==> config.mk <==
export PLATFORM = sky130hd
export DESIGN_NAME = metro_scroller
export DESIGN_NICKNAME = d
export VERILOG_FILES = /design/src/rtl/metro_scroller.sv
export SDC_FILE = /design/constraint.sdc
export NUM_CORES = 1
export LEC_CHECK = 0
export ABC_AREA = 1
export BUFFER_PORTS_ARGS = -buffer_cell sky130_fd_sc_hd__buf_2
export CELL_PAD_IN_SITES_DETAIL_PLACEMENT = 0
export CELL_PAD_IN_SITES_GLOBAL_PLACEMENT = 1
export CORE_ASPECT_RATIO = 0.5
export CORE_MARGIN = 2
export CORE_UTILIZATION = 40
export CTS_BUF_LIST = sky130_fd_sc_hd__clkbuf_8
export DETAILED_ROUTE_END_ITERATION = 10
export PLACE_DENSITY_LB_ADDON = 0.05
export SYNTH_ARGS = -nofsm -noshare
export SYNTH_HDL_FRONTEND = slang
export SYNTH_SLANG_ARGS = --single-unit
==> constraint.sdc <==
create_clock -name clk -period 4.43 [get_ports clk]
set_input_delay 0.2215 -clock clk [delete_from_list [all_inputs] [get_ports clk]]
set_output_delay 0.2215 -clock clk [all_outputs]
set_load 0.01 [all_outputs]
==> src/rtl/metro_scroller.sv <==
// metro_scroller: scrolls a message index window across a 4-digit multiplexed display.
module metro_scroller #(
  parameter int SCROLL_DIV  = 50000000,
  parameter int REFRESH_DIV = 100000,
  parameter int MSG_LEN     = 19,
  parameter int HOLD_TICKS  = 2
) (
  input  logic        clk,
  input  logic        rst,
  input  logic        start,
  input  logic        pause,
  output logic [10:0] y,
  output logic [3:0]  an,
  output logic        busy,
  output logic        done
);
  localparam int SW = $clog2(SCROLL_DIV);
  localparam int RW = REFRESH_DIV > 1 ? $clog2(REFRESH_DIV) : 1;
  localparam int HW = $clog2(HOLD_TICKS + 1);
  localparam logic [SW-1:0] S_MAX = SW'(SCROLL_DIV - 1);
  localparam logic [RW-1:0] R_MAX = RW'(REFRESH_DIV - 1);
  localparam logic [HW-1:0] H_END = HW'(HOLD_TICKS);
  localparam logic [10:0] P_END = MSG_LEN > 4 ? 11'(MSG_LEN - 4) : 11'd0;
  localparam logic [11:0] LEN = 12'(MSG_LEN);
  typedef enum logic [1:0] {IDLE, SCROLL, HOLD, DONE} state_t;
  state_t state_q, state_d;
  logic [10:0] pos_q, pos_d, y_q, y_d;
  logic [SW-1:0] scnt_q, scnt_d;
  logic [RW-1:0] rcnt_q, rcnt_d;
  logic [HW-1:0] hcnt_q, hcnt_d;
  logic [1:0] d_q, d_d;
  logic [3:0] an_q, an_d;
  logic busy_q, busy_d, done_q, done_d, run, tick;
  logic [11:0] sum;
  always_comb begin
    rcnt_d = rcnt_q == R_MAX ? '0 : rcnt_q + 1'b1;
    d_d = rcnt_q == R_MAX ? d_q + 2'd1 : d_q;
    run = state_q == SCROLL || state_q == HOLD;
    tick = run && !pause && scnt_q == S_MAX;
    scnt_d = run && !pause ? (tick ? '0 : scnt_q + 1'b1) : scnt_q;
    state_d = state_q;
    pos_d = pos_q;
    hcnt_d = hcnt_q;
    case (state_q)
      IDLE: begin
        pos_d = '0;
        hcnt_d = '0;
        scnt_d = '0;
        if (start) state_d = MSG_LEN <= 4 ? HOLD : SCROLL;
      end
      SCROLL: if (tick) begin
        pos_d = pos_q + 11'd1;
        if (pos_d == P_END) state_d = HOLD;
      end
      HOLD: if (tick) begin
        hcnt_d = hcnt_q + 1'b1;
        if (hcnt_d == H_END) state_d = DONE;
      end
      default: begin
        state_d = IDLE;
        pos_d = '0;
      end
    endcase
    // window index is formed one bit wider so the pad test never sees a wrapped value
    sum = {1'b0, pos_d} + {10'd0, d_d};
    busy_d = state_d == SCROLL || state_d == HOLD;
    done_d = state_d == DONE;
    y_d = busy_d && sum < LEN ? sum[10:0] : '0;
    an_d = ~(4'b1000 >> d_d);
  end
  always_ff @(posedge clk) begin
    if (rst) begin
      state_q <= IDLE;
      pos_q <= '0;
      scnt_q <= '0;
      rcnt_q <= '0;
      hcnt_q <= '0;
      d_q <= '0;
      an_q <= 4'b0111;
      y_q <= '0;
      busy_q <= 1'b0;
      done_q <= 1'b0;
    end else begin
      state_q <= state_d;
      pos_q <= pos_d;
      scnt_q <= scnt_d;
      rcnt_q <= rcnt_d;
      hcnt_q <= hcnt_d;
      d_q <= d_d;
      an_q <= an_d;
      y_q <= y_d;
      busy_q <= busy_d;
      done_q <= done_d;
    end
  end
  assign y = y_q;
  assign an = an_q;
  assign busy = busy_q;
  assign done = done_q;
endmodule
# --- Yosys cells after proc, flatten, opt, wreduce, memory -nomap -nowiden ---
# Cells that the tools add are included.
totals:
  in_bits: 4
  reg_bits: 77
  output_inout_bits: 17
op_classes:
  reduce_logical: 12
  order_cmp: 1
  bitwise: 2
  n_addsub: 6
  mux: 12
  shifts: 1
  eq_ne: 10
ops:
  columns: ["operator", "n"]
  rows:
  - ["$add A26 B1 Y26 const B", 1]
  - ["$eq A26 B26 Y1 const B", 1]
  - ["$mux W26", 1]
  - ["$pmux W11 S2", 1]
  - ["$add A17 B1 Y17 const B", 1]
  - ["$eq A17 B17 Y1 const B", 1]
  - ["$mux W2", 7]
  - ["$add A11 B2 Y12", 1]
  - ["$lt A12 B5 Y1 const B", 1]
  - ["$add A11 B1 Y11 const B", 1]
  - ["$eq A11 B4 Y1 const B", 1]
  - ["$mux W11", 1]
  - ["$eq A2 B2 Y1 const B", 4]
  - ["$pmux W2 S3", 1]
  - ["$reduce_or A2 Y1", 3]
  - ["$add A2 B1 Y2 const B", 2]
  - ["$eq A2 B1 Y1 const B", 2]
  - ["$not A4 Y4", 1]
  - ["$pmux W2 S2", 1]
  - ["$shr A4 B2 Y4 const A", 1]
  - ["$logic_and A1 B1 Y1", 3]
  - ["$logic_not A2 Y1", 1]
  - ["$logic_or A1 B1 Y1", 2]
  - ["$ne A2 B2 Y1 const B", 1]
  - ["other kinds (4)", 4]

# --- Depth between registers and ports, before layout ---
# Gate-level depths: netlist of run 1.
logic_depth:
  ltp_word: 11
  mapped_depth: 24

# --- Worst setup path after synthesis of run 1 ---
# No wires, ideal clock.
synth_path:
  kind: "reg2reg"
  from: "register state_q[0]"
  to: "register y_q[0], in the netlist y[0]"
  slack_ps: 1474
  setup_ps: 73
  stages_incl_launch_ff: 21
  t_arrival_ps: 2883
  n_path_buf: 1
  path_cell_list: "dfxtp_1 > inv_1 > ha_1 > buf_6 > inv_4 > nor2_8 > nand4_1 > nor2_1 > nand2_1 > inv_1 > nand2_1 > a211oi_1 > ha_1 > fa_1 > nand2_1 > inv_1 > a21oi_1 > nand2_1 > nand2_1 > nand3_4 > nor3_2"
synth_between:
  elab_chain_cells: 11
  word_cells_on_any_way: 22
  classes_between: "add/sub: 1; order compare: 1; eq/ne: 4; mux: 8; bitwise: 1; reduce/logical: 7"
synth_lines:
  columns: ["item", "line_no", "source"]
  rows:
  - ["from (decl)", "26", "state_t state_q, state_d;"]
  - ["from (signal assigned)", "84", "state_q <= state_d;"]
  - ["$eq A2 B1 Y1 or $eq A2 B2 Y1 (tied branches)", "38, 44", null]
  - ["$logic_or A1 B1 Y1", "38", "run = state_q == SCROLL || state_q == HOLD;"]
  - ["$logic_and A1 B1 Y1 (2 in a row)", "39", "tick = run && !pause && scnt_q == S_MAX;"]
  - ["$mux W11", "51", "SCROLL: if (tick) begin"]
  - ["$pmux W11 S2 (*)", "44", "case (state_q)"]
  - ["via pos_d[0]", "27", "logic [10:0] pos_q, pos_d, y_q, y_d;"]
  - ["$add A11 B2 Y12 (*)", "65", "sum = {1'b0, pos_d} + {10'd0, d_d};"]
  - ["via sum[1]", "34", "logic [11:0] sum;"]
  - ["$lt A12 B5 Y1 (*)", "68", "y_d = busy_d && sum < LEN ? sum[10:0] : '0;"]
  - ["$logic_and A1 B1 Y1 (*)", "68", null]
  - ["$not A1 Y1 (no source line) (*)", null, null]
  - ["$reduce_or A2 Y1 (no source line) (*)", null, null]
  - ["to (signal assigned)", "91", "y_q <= y_d;"]
  - ["to (decl)", "27", null]
# Mark *: on every way through the listed nets, which the timed path passes. The rest lies on a longest branch.
# A chain may end at the register's enable or synchronous reset.

# --- Final worst setup path of run 1 ---
layout_path:
  from: "register state_q[0]"
  to: "register y_q[3], in the netlist y[3]"
layout_between:
  elab_chain_cells: 11
  word_cells_on_any_way: 22
  classes_between: "add/sub: 1; order compare: 1; eq/ne: 4; mux: 8; bitwise: 1; reduce/logical: 7"
layout_lines:
  columns: ["item", "line_no", "source"]
  rows:
  - ["$eq A2 B1 Y1 or $eq A2 B2 Y1 (tied branches)", "38, 44", null]
  - ["$logic_or A1 B1 Y1", "38", null]
  - ["$logic_and A1 B1 Y1 (2 in a row)", "39", null]
  - ["$mux W2 (on tied branches)", "55, 51", null]
  - ["$pmux W2 S3 (*)", "44", null]
  - ["via state_d[0]", "26", null]
  - ["$eq A2 B1 Y1 or $eq A2 B2 Y1 (tied branches)", "66", "busy_d = state_d == SCROLL || state_d == HOLD;"]
  - ["$logic_or A1 B1 Y1 (*)", "66", null]
  - ["via busy_d", "33", "logic busy_q, busy_d, done_q, done_d, run, tick;"]
  - ["$logic_and A1 B1 Y1 (*)", "68", null]
  - ["$not A1 Y1 (no source line) (*)", null, null]
  - ["$reduce_or A2 Y1 (no source line) (*)", null, null]
# Marks and branches as above.

==> run_results.csv, run 1 <==
group,metric,value,unit
outcome,outcome,"complete, no violations",
setup_path,r2r_cells,22,
final_layout,finalNetCount,629,
clocking,cts.path.max_buffers,2,
final_layout,synthToLayoutAreaGrowth,11.49,%
logic_synthesis,yosys_register_bits,77,
global_routing,overflow,0,
final_layout,instances_no_fill,757,
place,dp_hpwl,6761,um
setup_path,rr_endpoint,"y[3]",
global_routing,antenna_found_initial,0,
logic_synthesis,synth_top_cell_by_area,"dfxtp_1",
setup_path,path_max_fanout,10,
clocking,post_cts_buffers,0,
floorplan,core_area,10080,um2
clocking,cts.sinks,77,
drt,vias,3490,
setup_path,crit_type,"flip-flop to flip-flop",
drt,routedWlPerCell,11.80,um
clocking,numCtsBuffers,9,
power,total_leakage_power,1.826,nW
setup_path,worst-endpoint-required,4.73,ns
setup_path,cp.arrival,4.04,ns
logic_synthesis,avgSynthCellArea,7.041,um2
logic_synthesis,synth_most_common_cell,"nand2_1",
logic_synthesis,syn_inst,583,
setup_path,slowest_stage,"ha_1",
hold_path,hold_depth,2,
sta,rsz0062_at_grt,"no",
final_layout,final_layout_size_suffix_gt1_share,13.45,%
global_routing,grt_usage,17.37,%
floorplan,start_util,40.71,%
global_routing,grt_pass1_wl,15110,um
floorplan,top_level_ports,21,
setup_path,cp-end-kind,"flip-flop",
sta,hold_violations,0,
logic_synthesis,ys.flop_type,"dfxtp_1",
final_layout,fin_util,45.38,%
sta,setup_viol,0,
drt,dr.pass1.iters,4,
power,power.density,292.7,nW/um2
clocking,post_cts_resize_count,0,
clocking,htree_levels,3,
run,drv_cap,0,
setup_path,crit_chain,"inv_1 > ha_1 > nand2_4 > nor2_2 > nand2_2 > nor2_4 > nand2_4 > inv_1 > nand3_1 > nor3_1 > nand4_1 > nand3_1 > a21oi_1 > ha_1 > inv_1 > nor2_1 > nand2_1 > nor2_1 > nand2_1 > nor2_4 > nand3_4 > nor3_2",
logic_synthesis,synth_edf_count,0,
global_routing,grt_max_degree,19,
final_layout,diodes,0,
drt,final_antenna_net_count,0,
final_layout,fillers,1096,
hold_path,worstHoldStart,"rst",
logic_synthesis,synth_top_area_share,37.55,%
sta,final.setup.tns,0,ns
place,portBuffers,20,
logic_synthesis,yosysWarnings,0,
floorplan,dieArea,11140,um2
setup_path,slowest_delay,0.63,ns
hold_path,holdPathEnd,"pos_q[7]",
clocking,hold_buffers,0,
clocking,cts_root_buffer,"clkbuf_8",
logic_synthesis,netlist_area,4105,um2
setup_path,cp_num_buf_inv,3,
clocking,cts_tree,"done",
sta,tightest_slew,0.5845,ns
floorplan,core.rowCount,26,
setup_path,critPathTopFamily,"simple AND/OR/NAND/NOR gates",
logic_synthesis,synth_cell_type_count,46,
sta,fin_crit_sh,84.38,%
setup_path,regToRegSetupSlack,0.69,ns
logic_synthesis,yosysSeqAreaShare,37.55,%
drt,via_per_inst,4.610,
sta,max_freq,0.2675,GHz
setup_path,crit_top_cell,"inv_1",
floorplan,die_w,147.3,um
logic_synthesis,synth_commonest_cells,"nand2_1, inv_1, dfxtp_1",
clocking,path_clk_slew,0.09,ns
hold_path,worstHoldPathType,"input pin to flip-flop",
place,place_inst,741,
global_routing,first_global_vias,3211,
drt,finalWirelength,8931,um
logic_synthesis,async_flop_share,0,%
drt,drc,0,
sta,slew_violations,0,
setup_path,r2r-start,"state_q[0]",
power,peakVddDrop,0.0001591,V
sta,worst_clock_skew,0.01319,ns
drt,drtIter0Drc,159,
place,place.gp.congestion,0.8232,
sta,slew_headroom,60.94,%
floorplan,die_height,75.64,um
clocking,insertion_delay,0.37,ns
sta,period_minus_slack,3.738,ns
setup_path,startpoint_type,"flip-flop",
logic_synthesis,synth.top_cells.by_area,"dfxtp_1, nand2_1, inv_1",
[routing by layer]
metal	GRT usage [%]	vias up	share of wire [%]
met5	0	-	0
met4	5.235	0	1.5
met3	5.389	15	3.8
met2	29.60	44	44
met1	21.74	1516	50
li1	-	1915	-
[worst max-delay path by stage]
| stage | from | endpoint | slack [ns] | cells after the start |
|---|---|---|---|---|
| after global placement | state_q[0] | y[3] | 0.73 | 19 |
| after floorplan | state_q[0] | y[0] | 1.47 | 20 |
| after global routing | state_q[0] | y[3] | 0.35 | 19 |
| after detailed placement | state_q[0] | y[2] | 0.69 | 22 |
| after CTS | state_q[0] | y[2] | 0.67 | 22 |
| final | state_q[0] | y[3] | 0.69 | 22 |
[where the power goes]
group	internal (W)	switching [W]
clock network	0.000273	0.000295
registers	0.000699	0.00000367
logic	0.0000200	0.0000487
[cell type report]
type                       instances  area, um2  area share, %
sequential                        77       1541          33.68
timing repair buffer              21      107.6          2.351
multi-input combinational        408       2183          47.70
tap                              140      175.2          3.827
inverter                          95      360.3          7.873
clock inverter                     7      85.08          1.859
clock buffer                       9      123.9          2.706
[cells in the final DEF, fill, tap and decap left out, drive strengths merged]
cell type  instances
nand2            133
inv               99
nor2              87
dfxtp             77
nand3             45
a21oi             31
nor3              27
buf               21
o21ai             16
ha                12
nand4             10
clkbuf             9
xor2               8
nor3b              6
conb               6
nor4               5
and2               4
o21a               3
a211oi             2
o31ai              2
a21o               2
a221oi             2
clkinv             2
or2                1
xnor2              1
o211ai             1
o21bai             1
o22ai              1
a31oi              1
fa                 1
bufinv             1
[registers in the layout, summed over array words and instances (netlist names)]
signal,flops
y,11
state_q,2
busy,1
pos_q,11
scnt_q,26
an,4
rcnt_q,17
hcnt_q,2
d_q,2
done,1
[stage by stage]
step	hold slack (ns)	total power [W]	worst slack, ns	instance area, um2
global placement	0.3745	0.0007889	0.7346	4368
finish	0.2354	0.001340	0.6920	4577
global route	0.2361	0.001406	0.3547	4577
CTS	0.2179	0.001369	0.6681	4577
floorplan	0.3653	0.0007704	1.474	4124
detailed placement	0.3749	0.0007884	0.6913	4368
[kinds of logic (layout without fill, tap and decap cells)]
| family | count (synthesis) | count (layout) | share of synthesized area (%) |
|---|---|---|---|
| other | 1 | 6 | 0.09135 |
| AOI/OAI and AO/OA | 62 | 62 | 8.747 |
| and+or+nand+nor | 318 | 318 | 37.82 |
| adders and majority gates | 13 | 13 | 4.145 |
| xor gates and xnor gates | 9 | 9 | 1.920 |
| DFF | 77 | 77 | 37.55 |
| buffers and inverters | 103 | 132 | 9.722 |
Note: power is estimated with default switching activity, not from simulation.
==> inputs of run 2 (changes only) <==
--- a/config.mk
+++ b/config.mk
@@ -5,7 +5,7 @@
 export SDC_FILE = /design/constraint.sdc
 export NUM_CORES = 1
 export LEC_CHECK = 0
-export ABC_AREA = 1
+export ABC_AREA = 0
 export BUFFER_PORTS_ARGS = -buffer_cell sky130_fd_sc_hd__buf_2
 export CELL_PAD_IN_SITES_DETAIL_PLACEMENT = 0
 export CELL_PAD_IN_SITES_GLOBAL_PLACEMENT = 1
==> constraint.sdc (replaced) <==
create_clock -name clk -period 3 [get_ports clk]
set_input_delay 0.15 -clock clk [delete_from_list [all_inputs] [get_ports clk]]
set_output_delay 0.15 -clock clk [all_outputs]
set_load 0.01 [all_outputs]
==> run 2 against run 1 <==
Compared with the run above:
- the flow now finishes with violations (setup timing)
- synthesized area shrank 3.7%
- utilization grew 9.5 points
- critical path depth fell by 8
- clock-buffer cell count grew 1
- sequential share of layout area is 4.2 points lower
- wire length rose by 19%
- clock skew shrank 0.0021 ns
- largest cell class unchanged
- synthesized cell count down 22%
- register-to-register slack got worse by 0.86 ns
- cell area up 14%
- combinational power rose by 48%
- first-iteration DRC count grew 12%
==> run_results.csv, run 2 <==
group,metric,value,unit
outcome,outcome,"finished, violations left",
outcome,failed_checks,"setup timing",
logic_synthesis,yosysWarnings,0,
logic_synthesis,synth_edf_count,0,
final_layout,top_regs,"scnt_q x26, rcnt_q x17",
global_routing,grt.met1_usage,27.50,%
power,power,0.001910,W
final_layout,final_layout_size_suffix_gt1_share,30.62,%
clocking,insertion_delay,0.37,ns
global_routing,grtUsageMet2,34.70,%
logic_synthesis,synth_cell_type_count,65,
setup_path,rr_endpoint,"y[1]",
hold_path,worstHoldStart,"start",
logic_synthesis,yosysSeqAreaShare,38.99,%
drt,final_antenna_net_count,0,
global_routing,busiest_layer,"met2",
setup_path,slowest_delay,0.43,ns
final_layout,largest_reg_flops,26,
drt,drc,0,
sta,setup_viol,5,
sta,max_freq,0.3157,GHz
final_layout,fillers,866,
global_routing,grtUsageMet3,6.375,%
setup_path,r2r-start,"state_q[0]",
power,total_leakage_power,2.105,nW
floorplan,core.rowCount,25,
setup_path,r2r_cells,14,
sta,fin_crit_sh,105.6,%
global_routing,overflow,0,
logic_synthesis,synth_top_cell_by_area,"dfxtp_1",
sta,hold_violations,0,
global_routing,first_global_vias,3569,
final_layout,seqCellArea,1546,um2
hold_path,holdPathEnd,"state_q[0]",
global_routing,grt_max_degree,25,
global_routing,grt_usage,21.32,%
sta,tightest_slew,0.6183,ns
place,portBuffers,20,
floorplan,die_height,74.30,um
clocking,cts.path.max_buffers,2,
setup_path,worst-endpoint-required,3.26,ns
sta,worst_clock_skew,0.01113,ns
clocking,cts_root_buffer,"clkbuf_8",
setup_path,cp.arrival,3.43,ns
final_layout,diodes,0,
sta,rsz0062_at_grt,"yes",
floorplan,dieArea,10740,um2
final_layout,top_register,"scnt_q",
drt,vias,3615,
logic_synthesis,synth_commonest_cells,"dfxtp_1, nor2_1, nand2_1",
final_layout,synthToLayoutAreaGrowth,32.53,%
logic_synthesis,avgSynthCellArea,8.747,um2
setup_path,critPathTopFamily,"simple AND/OR/NAND/NOR gates",
setup_path,regToRegSetupSlack,-0.17,ns
setup_path,crit_chain,"inv_2 > ha_4 > and4b_1 > and4_1 > nand2_2 > a21oi_2 > nor2b_1 > o21a_1 > ha_4 > a21oi_4 > or3b_4 > nor4_4 > nor4b_4 > a2111oi_2",
logic_synthesis,synth_most_common_cell,"dfxtp_1",
setup_path,crit_type,"flip-flop to flip-flop",
floorplan,top_level_ports,21,
setup_path,cp-end-kind,"flip-flop",
clocking,numCtsBuffers,9,
sta,period_minus_slack,3.167,ns
place,place.gp.congestion,0.8955,
logic_synthesis,synth_top_area_share,38.99,%
place,dp_slack,-0.3196,ns
logic_synthesis,synth.top_cells.by_area,"dfxtp_1, xor2_1, nor2_1",
logic_synthesis,async_flop_share,0,%
drt,via_per_inst,5.164,
drt,dr.pass1.iters,4,
run,drv_cap,0,
clocking,htree_levels,3,
power,peakVddDrop,0.0002218,V
setup_path,cp_num_buf_inv,1,
clocking,path_clk_slew,0.09,ns
sta,slew_headroom,58.78,%
logic_synthesis,yosys_register_bits,77,
final_layout,multi_input_area,2510,um2
global_routing,grt_pass1_wl,17360,um
place,dp_hpwl,7879,um
global_routing,antenna_found_initial,0,
setup_path,path_max_fanout,5,
hold_path,worstHoldPathType,"input pin to flip-flop",
clocking,cts.sinks,77,
drt,drtIter0Drc,178,
final_layout,mostFrequentLayoutCells,"buf_4, dfxtp_1, nor2_1, nand2_1, xor2_1",
logic_synthesis,ys.flop_type,"dfxtp_1",
final_layout,finalNetCount,577,
setup_path,slowest_stage,"or3b_4",
floorplan,core_area,9540,um2
floorplan,die_w,144.6,um
logic_synthesis,syn_inst,452,
clocking,hold_buffers,0,
drt,routedWlPerCell,15.15,um
power,power.density,364.6,nW/um2
logic_synthesis,netlist_area,3954,um2
final_layout,final_common_cell,"buf_4",
sta,fin_ws,-0.1674,ns
drt,finalWirelength,10610,um
hold_path,hold_depth,3,
setup_path,startpoint_type,"flip-flop",
sta,slew_violations,0,
setup_path,crit_top_cell,"ha_4",
floorplan,start_util,41.44,%
clocking,cts_tree,"done",
## run 2: changes by cell type after synthesis, moves of 9 or more
| cell | delta |
|---|---|
| a21oi_1 | -15 |
| and3_1 | +13 |
| inv_1 | -74 |
| nand2_1 | -90 |
| nand3_1 | -12 |
| nor2_1 | -14 |
| nor2_2 | -9 |
| nor2b_1 | +13 |
| nor3_1 | -15 |
| or3_1 | +9 |
| xnor2_1 | +13 |
| xor2_1 | +20 |
## run 2: metrics by stage
step           TNS (ns)  hold slack (ns)  util (%)  instance area, um2  std cells
2_1_floorplan   -0.6416           0.3173         -                4021        457
3_3_place_gp    -0.8241           0.3876     50.77                4843        680
3_5_place_dp     -1.456           0.4110     50.77                4843        680
4_1_cts         -0.5150          0.09335     54.54                5204        700
5_1_grt          -1.598           0.1267     54.92                5240        700
6_report        -0.7455           0.1236     54.92                5240        700
## run 2: how the worst max path moves through the flow
stage	from	endpoint	slack, ns	depth (start not counted)
after floorplan	state_q[1]	y[0]	-0.16	14
after global placement	state_q[1]	y[2]	-0.18	15
after detailed placement	state_q[1]	y[0]	-0.32	15
after CTS	state_q[0]	y[0]	-0.13	14
after global routing	state_q[0]	y[4]	-0.35	14
final	state_q[0]	y[1]	-0.17	14
## run 2: routing by layer
metal | up-vias | share of wire, %
met3 | 13 | 4.6
met5 | - | 0
met1 | 1719 | 48
li1 | 1817 | -
met4 | 0 | 1.1
met2 | 66 | 46
## run 2: tightest hold or removal path: cells and delay by family
| family | cells | cell delay, ns |
|---|---|---|
| AND/OR/NAND/NOR | 1 | 0.08 |
| buffers and inverters | 1 | 0.11 |
| AO/OA/AOI/OAI | 1 | 0.11 |
## run 2: cell families (layout without fill, tap and decap cells)
group | Yosys count | after routing | synth area share (%)
and+or+nand+nor | 221 | 221 | 31.55
DFF | 77 | 77 | 38.99
AOI/OAI and AO/OA | 61 | 61 | 10.70
xor gates and xnor gates | 42 | 42 | 9.304
buffers and inverters | 31 | 139 | 3.291
adders and majority gates | 13 | 13 | 4.304
muxes | 6 | 6 | 1.772
other | 1 | 6 | 0.09485
## run 2: cell type report
| class | instances | share of cell area [%] |
|---|---|---|
| clock inverter | 6 | 1.003 |
| sequential | 77 | 29.51 |
| clock buffer | 10 | 2.627 |
| timing repair buffer | 107 | 14.59 |
| tap | 135 | 3.223 |
| inverter | 16 | 1.146 |
| multi-input combinational | 349 | 47.90 |
## run 2: where the power goes
group	switching, W	total, W	internal [W]
Sequential	0.00000468	0.00104	0.00103
Clock	0.000436	0.000772	0.000336
Combinational	0.0000615	0.000102	0.0000405
## run 2: what timing repair did
action / 4_1_cts / 5_1_grt
gates cloned: 0 / 0
pin swaps: 13 / 2
buffers inserted: 4 / 0
gates resized for setup: 21 / 9
endpoints found under the setup margin: 5 / 5
==> inputs of run 3 (changes only) <==
--- a/config.mk
+++ b/config.mk
@@ -14,7 +14,9 @@
 export CORE_UTILIZATION = 40
 export CTS_BUF_LIST = sky130_fd_sc_hd__clkbuf_8
 export DETAILED_ROUTE_END_ITERATION = 10
+export GPL_ROUTABILITY_DRIVEN = 1
 export PLACE_DENSITY_LB_ADDON = 0.05
 export SYNTH_ARGS = -nofsm -noshare
 export SYNTH_HDL_FRONTEND = slang
 export SYNTH_SLANG_ARGS = --single-unit
+export TNS_END_PERCENT = 5
==> run 3 against run 2 <==
Compared with the run above:
- sequential power barely moved
- largest power group unchanged
- critical path depth is 1 higher
- the run still ends with setup timing left
- utilization down 0.62 points
==> run_results.csv, run 3 (synthesized netlist as in run 2, its figures left out) <==
group,metric,value,unit
outcome,failed_checks,"setup timing",
drt,drc,0,
floorplan,core.rowCount,25,
power,power.density,370.4,nW/um2
floorplan,start_util,41.44,%
final_layout,multi_input_area,2481,um2
setup_path,cp-end-kind,"flip-flop",
drt,routedWlPerCell,14.40,um
place,place.gp.congestion,0.8770,
clocking,hold_buffers,0,
drt,vias,3580,
sta,fin_ws,-0.2700,ns
final_layout,finalNetCount,575,
clocking,cts_tree,"done",
final_layout,top_register,"scnt_q",
final_layout,fin_util,54.31,%
hold_path,worstHoldPathType,"input pin to flip-flop",
drt,via_per_inst,5.136,
sta,fin_crit_sh,109.0,%
sta,hold_violations,0,
place,place_inst,679,
sta,rsz0062_at_grt,"yes",
place,dp_hpwl,7679,um
sta,period_minus_slack,3.270,ns
drt,drtIter0Drc,221,
clocking,htree_levels,3,
run,drv_cap,0,
final_layout,largest_reg_flops,26,
final_layout,final_common_cell,"buf_4",
setup_path,path_max_fanout,5,
drt,final_antenna_net_count,0,
clocking,cts_root_buffer,"clkbuf_8",
final_layout,diodes,0,
final_layout,instances_no_fill,697,
setup_path,crit_type,"flip-flop to flip-flop",
sta,worst_clock_skew,0.009154,ns
floorplan,dieArea,10740,um2
final_layout,fillers,917,
sta,max_freq,0.3058,GHz
clocking,insertion_delay,0.36,ns
clocking,cts.path.max_buffers,2,
floorplan,core_area,9540,um2
setup_path,cp.arrival,3.52,ns
drt,dr.pass1.iters,4,
sta,slew_violations,0,
global_routing,antenna_found_initial,0,
sta,slew_headroom,58.78,%
clocking,cts.sinks,77,
sta,tightest_slew,0.6183,ns
floorplan,top_level_ports,21,
place,portBuffers,20,
final_layout,synthToLayoutAreaGrowth,31.04,%
final_layout,seqCellArea,1544,um2
drt,finalWirelength,10040,um
outcome,outcome,"finished, violations left",
floorplan,die_height,74.30,um
power,power,0.001919,W
global_routing,grt_max_degree,25,
final_layout,top_regs,"scnt_q x26, rcnt_q x17",
global_routing,grt_pass1_wl,16640,um
floorplan,die_w,144.6,um
global_routing,grt_usage,20.07,%
power,total_leakage_power,2.087,nW
setup_path,worst-endpoint-required,3.25,ns
setup_path,startpoint_type,"flip-flop",
global_routing,overflow,0,
sta,setup_viol,5,
final_layout,final_layout_size_suffix_gt1_share,29.72,%
final_layout,mostFrequentLayoutCells,"buf_4, dfxtp_1, nor2_1, nand2_1, xor2_1",
global_routing,first_global_vias,3414,
clocking,numCtsBuffers,9,
clocking,path_clk_slew,0.08,ns
power,peakVddDrop,0.0001888,V
[run 3: path summary, 6_finish.rpt]
check,depth (start not counted),to,slack [ns],startpoint
max,15,y[1],-0.27,state_q[0]
max reg2reg,15,y[1],-0.27,state_q[0]
min,3,state_q[0],0.12,start
min reg2reg,1,an[0],0.41,d_q[1]
[run 3: timing repair]
action / CTS / global route
buffers inserted: 0 / 3
setup endpoints to repair: 5 / 5
gates resized for setup: 11 / 10
pin swaps: 5 / 8
[run 3: power by group]
part	internal (W)	switching [W]	total (W)
registers	0.00103	0.00000475	0.00104
logic	0.0000418	0.0000616	0.000103
clock network	0.000379	0.000400	0.000779
total	0.00145	0.000466	0.00192
[run 3: through the flow]
step           hold WS (ns)  setup WS, ns  cell area (um2)  setup TNS [ns]
2_1_floorplan        0.3173       -0.1577             4021         -0.6416
3_3_place_gp         0.3881       -0.1657             4836         -0.7854
3_5_place_dp         0.3975       -0.2937             4836          -1.269
4_1_cts             0.09903       -0.2268             5095          -1.038
5_1_grt              0.1257       -0.4584             5181          -2.035
6_report             0.1235       -0.2700             5181          -1.087
[run 3: layout make-up]
cell class	instances	area share, %
well taps	135	3.260
repair buffers	105	14.25
flip-flops and latches	77	29.80
clock buffers	9	2.391
inverters	16	1.159
clock inverters	6	1.256
multi-input cells	349	47.89
[run 3: worst max-delay path: stages (launching register included)]
cell and delay (ns):
dfxtp_2 0.34, inv_2 0.05, ha_4 0.27, and4b_1 0.23, and4_4 0.23, nand2_2 0.07, a21oi_2 0.15, nor2b_1 0.06
o21a_1 0.18, ha_1 0.29, a21oi_2 0.07, or3b_4 0.41, nor4_4 0.28, nor4b_4 0.10, buf_4 0.16, a2111oi_2 0.28
[run 3: layer usage]
layer  wire length, um  vias up  track usage (%)
li1                  -     1807                -
met1              4992     1698            26.37
met2              4448       61            33.49
met3               457       14            5.344
met4               137        0            4.962
met5                 0        -                0
